--- src/rtl/uart_transmitter_if.sv ---
// ---------------------------------------------------------------------------
// uart_transmitter_if
//   Handshake bundle between the CPU peripheral logic and the UART transmitter.
//
//   Signals:
//     tx_start  request to send tx_data (level, sampled only while idle)
//     tx_data   byte to send, captured on the accepting edge
//     UART_TX   serial line, idles high
//     tx_busy   frame in flight
//     tx_done   one-cycle pulse at the end of a frame
//
//   Modports:
//     master  bus / CPU side (drives the request)
//     slave   transmitter side (drives the line and status)
// ---------------------------------------------------------------------------
interface uart_transmitter_if;
    logic       tx_start;
    logic [7:0] tx_data;
    logic       UART_TX;
    logic       tx_busy;
    logic       tx_done;

    modport master (
        output tx_start,
        output tx_data,
        input  UART_TX,
        input  tx_busy,
        input  tx_done
    );

    modport slave (
        input  tx_start,
        input  tx_data,
        output UART_TX,
        output tx_busy,
        output tx_done
    );
endinterface

--- src/rtl/uart_transmitter.sv ---
// ---------------------------------------------------------------------------
// uart_transmitter
//   8N1 UART transmitter: 1 start bit (0), 8 data bits LSB first, 1 stop bit
//   (1). Bit timing is derived from sysclk by an internal divider of
//   CLKS_PER_BIT cycles per bit. All outputs are registered.
//
//   Parameters:
//     CLKS_PER_BIT  sysclk cycles per UART bit (>= 2)
//     CNT_W         bit-period counter width, 2**CNT_W > CLKS_PER_BIT-1
//
//   Ports:
//     sysclk  system clock, rising edge
//     reset   asynchronous, active-high reset
//     bus     slave side of uart_transmitter_if
//             (tx_start, tx_data in; UART_TX, tx_busy, tx_done out)
// ---------------------------------------------------------------------------
module uart_transmitter #(
    parameter int CLKS_PER_BIT = 10417,
    parameter int CNT_W        = 14
) (
    input  logic               sysclk,
    input  logic               reset,
    uart_transmitter_if.slave  bus
);

    typedef enum logic [1:0] {
        IDLE,
        START,
        DATA,
        STOP
    } state_t;

    localparam logic [CNT_W-1:0] CNT_LAST = CNT_W'(CLKS_PER_BIT - 1);
    localparam logic [CNT_W-1:0] CNT_ONE  = CNT_W'(1);

    state_t           r_state;
    logic [CNT_W-1:0] r_clk_cnt;
    logic [2:0]       r_bit_idx;
    logic [7:0]       r_shift;
    logic             r_tx;
    logic             r_busy;
    logic             r_done;

    logic             w_bit_end;

    // Last cycle of the current bit period; every state transition happens
    // on the edge that ends it.
    assign w_bit_end = (r_clk_cnt == CNT_LAST);

    // NOTE: all state lives in this one clocked block and uses non-blocking
    // assignments, so every register sees the pre-edge value of the others.
    always_ff @(posedge sysclk or posedge reset) begin
        if (reset) begin
            r_state   <= IDLE;
            r_clk_cnt <= '0;
            r_bit_idx <= '0;
            r_shift   <= '0;
            r_tx      <= 1'b1;
            r_busy    <= 1'b0;
            r_done    <= 1'b0;
        end else begin
            // tx_done is a strobe: only the STOP->IDLE edge raises it.
            r_done <= 1'b0;

            case (r_state)
                IDLE: begin
                    r_tx      <= 1'b1;
                    r_clk_cnt <= '0;
                    if (bus.tx_start) begin
                        // Start bit goes out on the accepting edge itself.
                        r_shift   <= bus.tx_data;
                        r_bit_idx <= '0;
                        r_state   <= START;
                        r_busy    <= 1'b1;
                        r_tx      <= 1'b0;
                    end
                end

                START: begin
                    if (w_bit_end) begin
                        r_clk_cnt <= '0;
                        r_state   <= DATA;
                        r_tx      <= r_shift[0];
                    end else begin
                        r_clk_cnt <= r_clk_cnt + CNT_ONE;
                    end
                end

                DATA: begin
                    if (w_bit_end) begin
                        r_clk_cnt <= '0;
                        r_shift   <= {1'b0, r_shift[7:1]};
                        r_bit_idx <= r_bit_idx + 3'd1;
                        if (r_bit_idx == 3'd7) begin
                            r_state <= STOP;
                            r_tx    <= 1'b1;
                        end else begin
                            // Line is registered, so present the bit that
                            // becomes shift[0] after this edge.
                            r_tx <= r_shift[1];
                        end
                    end else begin
                        r_clk_cnt <= r_clk_cnt + CNT_ONE;
                    end
                end

                STOP: begin
                    if (w_bit_end) begin
                        r_clk_cnt <= '0;
                        r_state   <= IDLE;
                        r_busy    <= 1'b0;
                        r_done    <= 1'b1;
                    end else begin
                        r_clk_cnt <= r_clk_cnt + CNT_ONE;
                    end
                end

                default: begin
                    r_state <= IDLE;
                    r_tx    <= 1'b1;
                    r_busy  <= 1'b0;
                end
            endcase
        end
    end

    assign bus.UART_TX = r_tx;
    assign bus.tx_busy = r_busy;
    assign bus.tx_done = r_done;

endmodule
--- src/flat_wrapper.sv ---
// flat-port wrapper written by rule: the top's interface ports become plain ports
module uart_transmitter_flat 
#(
    parameter int CLKS_PER_BIT = 10417,
    parameter int CNT_W        = 14
)
  (sysclk, reset, bus_tx_start, bus_tx_data, bus_UART_TX, bus_tx_busy, bus_tx_done);
  uart_transmitter_if bus_i ();
  input  logic sysclk;
  input  logic reset;
  input wire logic [$bits(bus_i.tx_start)-1:0] bus_tx_start;
  input wire logic [$bits(bus_i.tx_data)-1:0] bus_tx_data;
  output wire logic [$bits(bus_i.UART_TX)-1:0] bus_UART_TX;
  output wire logic [$bits(bus_i.tx_busy)-1:0] bus_tx_busy;
  output wire logic [$bits(bus_i.tx_done)-1:0] bus_tx_done;
  assign bus_i.tx_start = bus_tx_start;
  assign bus_i.tx_data = bus_tx_data;
  assign bus_UART_TX = bus_i.UART_TX;
  assign bus_tx_busy = bus_i.tx_busy;
  assign bus_tx_done = bus_i.tx_done;
  uart_transmitter #(.CLKS_PER_BIT(CLKS_PER_BIT), .CNT_W(CNT_W)) u_core (.sysclk(sysclk), .reset(reset), .bus(bus_i));
endmodule
--- config.mk ---
export PLATFORM = sky130hd
export DESIGN_NAME = uart_transmitter_flat
export DESIGN_NICKNAME = d
export VERILOG_FILES = /design/src/rtl/uart_transmitter_if.sv /design/src/rtl/uart_transmitter.sv /design/src/flat_wrapper.sv
export SDC_FILE = /design/constraint.sdc
export NUM_CORES = 1
export LEC_CHECK = 0
export CORE_ASPECT_RATIO = 1.5
export CORE_MARGIN = 1.5
export CORE_UTILIZATION = 55
export CTS_CLUSTER_DIAMETER = 30
export DETAILED_ROUTE_END_ITERATION = 7
export GPL_TIMING_DRIVEN = 0
export PLACE_DENSITY = 0.73
export SYNTH_ARGS = -nofsm -noshare
export SYNTH_HDL_FRONTEND = slang
export SYNTH_SLANG_ARGS = --single-unit
--- constraint.sdc ---
create_clock -name sysclk -period 3.04 [get_ports sysclk]
set_input_delay 0.912 -clock sysclk [delete_from_list [all_inputs] [get_ports sysclk]]
set_output_delay 0.912 -clock sysclk [all_outputs]
set_load 0.05 [all_outputs]
* Word level (Yosys, flattened, before mapping)
Cells that the tools add are included.
** Cells by class
- Muxes and demuxes :: 24
- Reduce and logical (&&, ||, !) cells :: 9
- Eq/ne operators :: 10
- $add $sub $neg :: 2
** Operators by type and width (number)
- 14-bit one-hot mux with 2 select lines :: 1
- 8-bit 2-to-1 mux :: 2
- 8-bit one-hot mux with 2 select lines :: 1
- 14-bit by 1-bit adder with 14-bit output, second input constant :: 1
- 14-bit == test, second input constant :: 1
- 14-bit 2-to-1 mux :: 1
- 2-bit 2-to-1 mux :: 5
- 3-bit AND reduction :: 3
- 1-bit 2-to-1 mux :: 8
- 2-bit by 1-bit != test with 1-bit output, second input constant :: 4
- 2-bit one-hot mux with 4 select lines :: 1
- 3-bit 2-to-1 mux :: 2
- 3-bit one-hot mux with 2 select lines :: 1
- 5-bit AND reduction :: 1
- 2-bit == test, second input constant :: 2
- 2-bit nonzero test :: 2
- 3-bit by 1-bit adder with 3-bit output, second input constant :: 1
- 3-bit == test, second input constant :: 1
- 1-bit one-hot mux with 3 select lines :: 1
- 3-bit nonzero test :: 1
- 3-bit OR reduction :: 1
- 2-bit by 1-bit == test with 1-bit output, second input constant :: 1
- 2-bit logical NOT :: 1
- 2-bit != test, second input constant :: 1
- 1-bit one-hot mux with 2 select lines :: 1
** Word-level totals
- Register bits after elaboration :: 30
- Bits of input ports :: 11
- Output and inout bits :: 3
- Logic and storage cells :: 52

* Longest topological paths before layout
- Depth after elaboration :: 4
- Gate-level depth with buffers :: 9
- Depth with buffers taken out :: 6

* Worst setup path before layout
OpenSTA, ideal clock, no wires.
- Path kind :: input -> register
- From :: in bus_tx_start
- To :: reg u_core.r_state[1]
- Data required time :: 2.915 ns
- Stages on the path :: 4
- Library setup time :: 0.125 ns
- Setup slack :: 1.196 ns
- Arrival :: 1.719 ns
- Buffers on the path :: 1
- Cells stage by stage :: nand2b_1 buf_2 o221ai_1 mux2_2
** On the way
- Cells in the longest elaborated chain, start to end :: 2
** Ends and longest elaborated chain
- start, declared :: RTL line flat_wrapper.sv:11 : input wire logic [$bits(bus_i.tx_start)-1:0] bus_tx_start;
- 2-bit != test (no source line)
- 5-bit AND reduction (no source line)
- end signal, assigned :: RTL line uart_transmitter.sv:54 : r_state <= IDLE;
- end signal, assigned :: RTL line uart_transmitter.sv:73 : r_state <= START;
- end signal, assigned :: RTL line uart_transmitter.sv:82 : r_state <= DATA;
- end, declared :: RTL line uart_transmitter.sv:36 : state_t r_state;
No other way between the ends.
A chain may end at the register's enable or synchronous reset.

* Final worst setup path
- From :: reg u_core.r_tx (netlist: u_core.bus.UART_TX)
- To :: out bus_UART_TX
** RTL lines
- start, declared :: RTL line uart_transmitter.sv:40 : logic r_tx;
- start signal, assigned :: RTL line uart_transmitter.sv:83 : r_tx <= r_shift[0];
- start signal, assigned :: RTL line uart_transmitter.sv:100 : r_tx <= r_shift[1];
- end, declared :: RTL line flat_wrapper.sv:13 : output wire logic [$bits(bus_i.UART_TX)-1:0] bus_UART_TX;
No word-level cell between the ends.

==> flow_summary.yaml <==
floorplan:
  coreArea_mm2: 0.00294
  die_w_um: 48.5
  start_util: 0.581
  die_area_mm2: 0.00346
  ios: 14
  die_h_um: 71.3
  row_count: 24
global_routing:
  grt-ovfl-total: 0
  grt_pass1_vias: 1406
  grtUsageTotal: 0.225
  grt_pass1_wl_um: 6020
  grt_max_degree: 31
  antenna_found_initial: 0
worst_setup_path:
  crit_type: "reg2out"
  cp.arrival_ps: 1600
  critPathSlowestCell: "clkdlybuf4s50_1"
  path_buf_inv: 1
  endpoint_kind: "output port"
  required_ps: 2130
  cp_max_fo: 2
  startpoint_type: "flip-flop"
  crit_chain: "clkdlybuf4s50_1"
  slowest_delay_ps: 800
  cp_top_family: "buffers and inverters"
sta:
  timing.hold.ws_ps: 504
  fin_crit_sh: 0.825
  skew_ps: 2.32
  max_freq_ghz: 0.399
  rsz0062_at_grt: "false"
  fin_crit_ps: 2510
  hold_viol_final: 0
  tns_ps: 0
  slew_headroom: 0.228
  finalMaxSlewViolations: 0
  setup-violations-final: 0
  tightest_slew_ps: 1160
placed_design:
  gp_congestion: 0.884
  dp_hpwl_um: 2540
  io_buffer_count: 13
pwr:
  p_leak_nw: 0.853
  irDropWorstVdd_uv: 314
  power_density_mw_per_mm2: 369
  power.total_mw: 0.725
logic_synthesis:
  synthCells: 174
  synth_top_family_by_area: "simple AND/OR/NAND/NOR gates"
  yosysWarnings: 0
  synthMuxAreaShare: 0.0659
  syn_area_mm2: 0.00171
  yosysUniqueCellTypes: 36
  synth-seq-cells: 30
  synth_fa_ha_area_frac: 0.0659
  synth_compound_area_frac: 0.114
  syn-num-nets: 194
  synth-seq-area-share: 0.440
  synth.avg_cell_area_um2: 9.82
  synth-xor-area-share: 0.0615
  synth-simple-area-share: 0.201
clock_tree:
  post_cts_buffers: 0
  clk_latency_ps: 280
  cts_buffers: 5
  cts_resized: 0
  cts_tree: "yes"
  cts.clk_slew.worst_paths_ps: 60
  clock_sinks: 30
  clockBufferDepth: 2
  root_buffer: "clkbuf_8"
  htree_levels: 2
  cts_hold_buf: 0
job:
  maxCapViolCount: 0
route:
  first_iter_violations: 16
  wl_met3_um: 75
  first_pass_iters: 4
  drc_errors: 0
  dr.max_layer_used: "met4"
  vias_per_cell: 5.70
  wl_um: 3500
  wl_per_cell_um: 15.0
  wl_met2_um: 1990
  vias: 1329
  ant_nets: 0
  wl_met1_um: 1380
cells_and_area:
  syn_to_final_growth_pct: 14.9
  fin_util: 0.668
  fill_cells: 260
  final_nets: 214
  multi_input_area_um2: 870
  layout-drive-gt1-share: 0.0670
  final_common_cell: "dfrtp_1"
  antenna_cells: 0
  final_cell_mix: "dfrtp_1 (29), nor2_1 (18), clkdlybuf4s50_1 (13)"
  regArea_um2: 752
status:
  outcome: "completed"
min_path:
  hold_path.class: "reg2reg"
-- cell usage after synthesis --
master     count  area, µm²
nand3_1        6       30.0
nor4bb_1       1       10.0
o211ai_1       2       15.0
nand4_1        6       37.5
buf_2          1       5.00
xnor2_1        1       8.76
nor2_1        18       67.6
o22a_1         3       26.3
clkbuf_1       3       11.3
ha_1           9        113
and4_1         4       35.0
o221ai_1       1       8.76
o22ai_1        7       43.8
a21oi_1        8       40.0
mux2_2         2       22.5
or2_1          1       6.26
nor2b_1        3       18.8
o21a_1         1       7.51
xor2_1        11       96.3
mux2i_1        9       90.1
nand2_1       10       37.5
and3b_1        1       8.76
nor4_1         1       6.26
o21ai_0        5       25.0
dfrtp_1       29        726
buf_6          3       33.8
a31oi_1        2       12.5
and2_1         3       18.8
inv_1          8       30.0
o21bai_1       1       7.51
o2bb2ai_1      1       8.76
dfstp_2        1       26.3
nand2b_1       8       50.1
nor3_1         1       5.00
and3_1         2       12.5
buf_4          1       7.51
-- final cells by class --
cell class / count / share of cell area
clock buffers: 7 / 0.0389
repair buffers: 13 / 0.0662
plain buffers: 8 / 0.0293
inverters: 8 / 0.0153
multi-input cells: 128 / 0.443
flip-flops and latches: 30 / 0.383
well taps: 39 / 0.0248
-- sequential cells by signal, indices dropped and copies added (netlist names) --
register	flops
u_core.bus.UART_TX	1
u_core.bus.tx_busy	1
u_core.bus.tx_done	1
u_core.r_bit_idx	3
u_core.r_clk_cnt	14
u_core.r_shift	8
u_core.r_state	2
-- report_power, final --
group | total (mW) | switching [mW] | internal [mW]
registers | 0.401 | 0.000308 | 0.401
clock network | 0.297 | 0.140 | 0.157
logic | 0.0270 | 0.0135 | 0.0136
total | 0.725 | 0.153 | 0.571
-- path summary, 6_finish.rpt --
kind                                             endpoint                      startpoint  slack [ps]  depth (start not counted)
min                         u_core.r_clk_cnt[0]$_DFF_PP0_   u_core.r_clk_cnt[0]$_DFF_PP0_         500                          1
min in group asynchronous  u_core.r_clk_cnt[12]$_DFF_PP0_                           reset        1240                          2
min reg2reg                 u_core.r_clk_cnt[0]$_DFF_PP0_   u_core.r_clk_cnt[0]$_DFF_PP0_         500                          1
max reg2reg                 u_core.r_shift[5]$_DFFE_PP0P_   u_core.r_clk_cnt[0]$_DFF_PP0_        1150                          8
max                                           bus_UART_TX  u_core.bus.UART_TX$_DFFE_PP1P_         530                          1
max in group asynchronous   u_core.r_clk_cnt[0]$_DFF_PP0_                           reset        1110                          2
-- cell families (layout without fill, tap and decap cells) --
group	after synthesis	count (layout)
AOI/OAI and AO/OA	31	31
xor gates and xnor gates	12	12
adders and majority gates	9	9
buffers and inverters	16	36
DFF	30	30
muxes	11	11
and+or+nand+nor	65	65
-- routing by layer --
metal | GRT usage | up-vias
met2 | 0.454 | 16
li1 | - | 647
met5 | 0 | -
met4 | 0.0984 | 0
met3 | 0.0438 | 6
met1 | 0.216 | 660
-- per-stage QoR --
stage	instances	worst slack, ps	area [µm²]
floorplan	174	1200	1710
global placement	226	397	1890
detailed placement	226	389	1890
CTS	233	523	1960
global route	233	505	1960
finish	233	532	1960
Power figures use the tool's default switching activity.
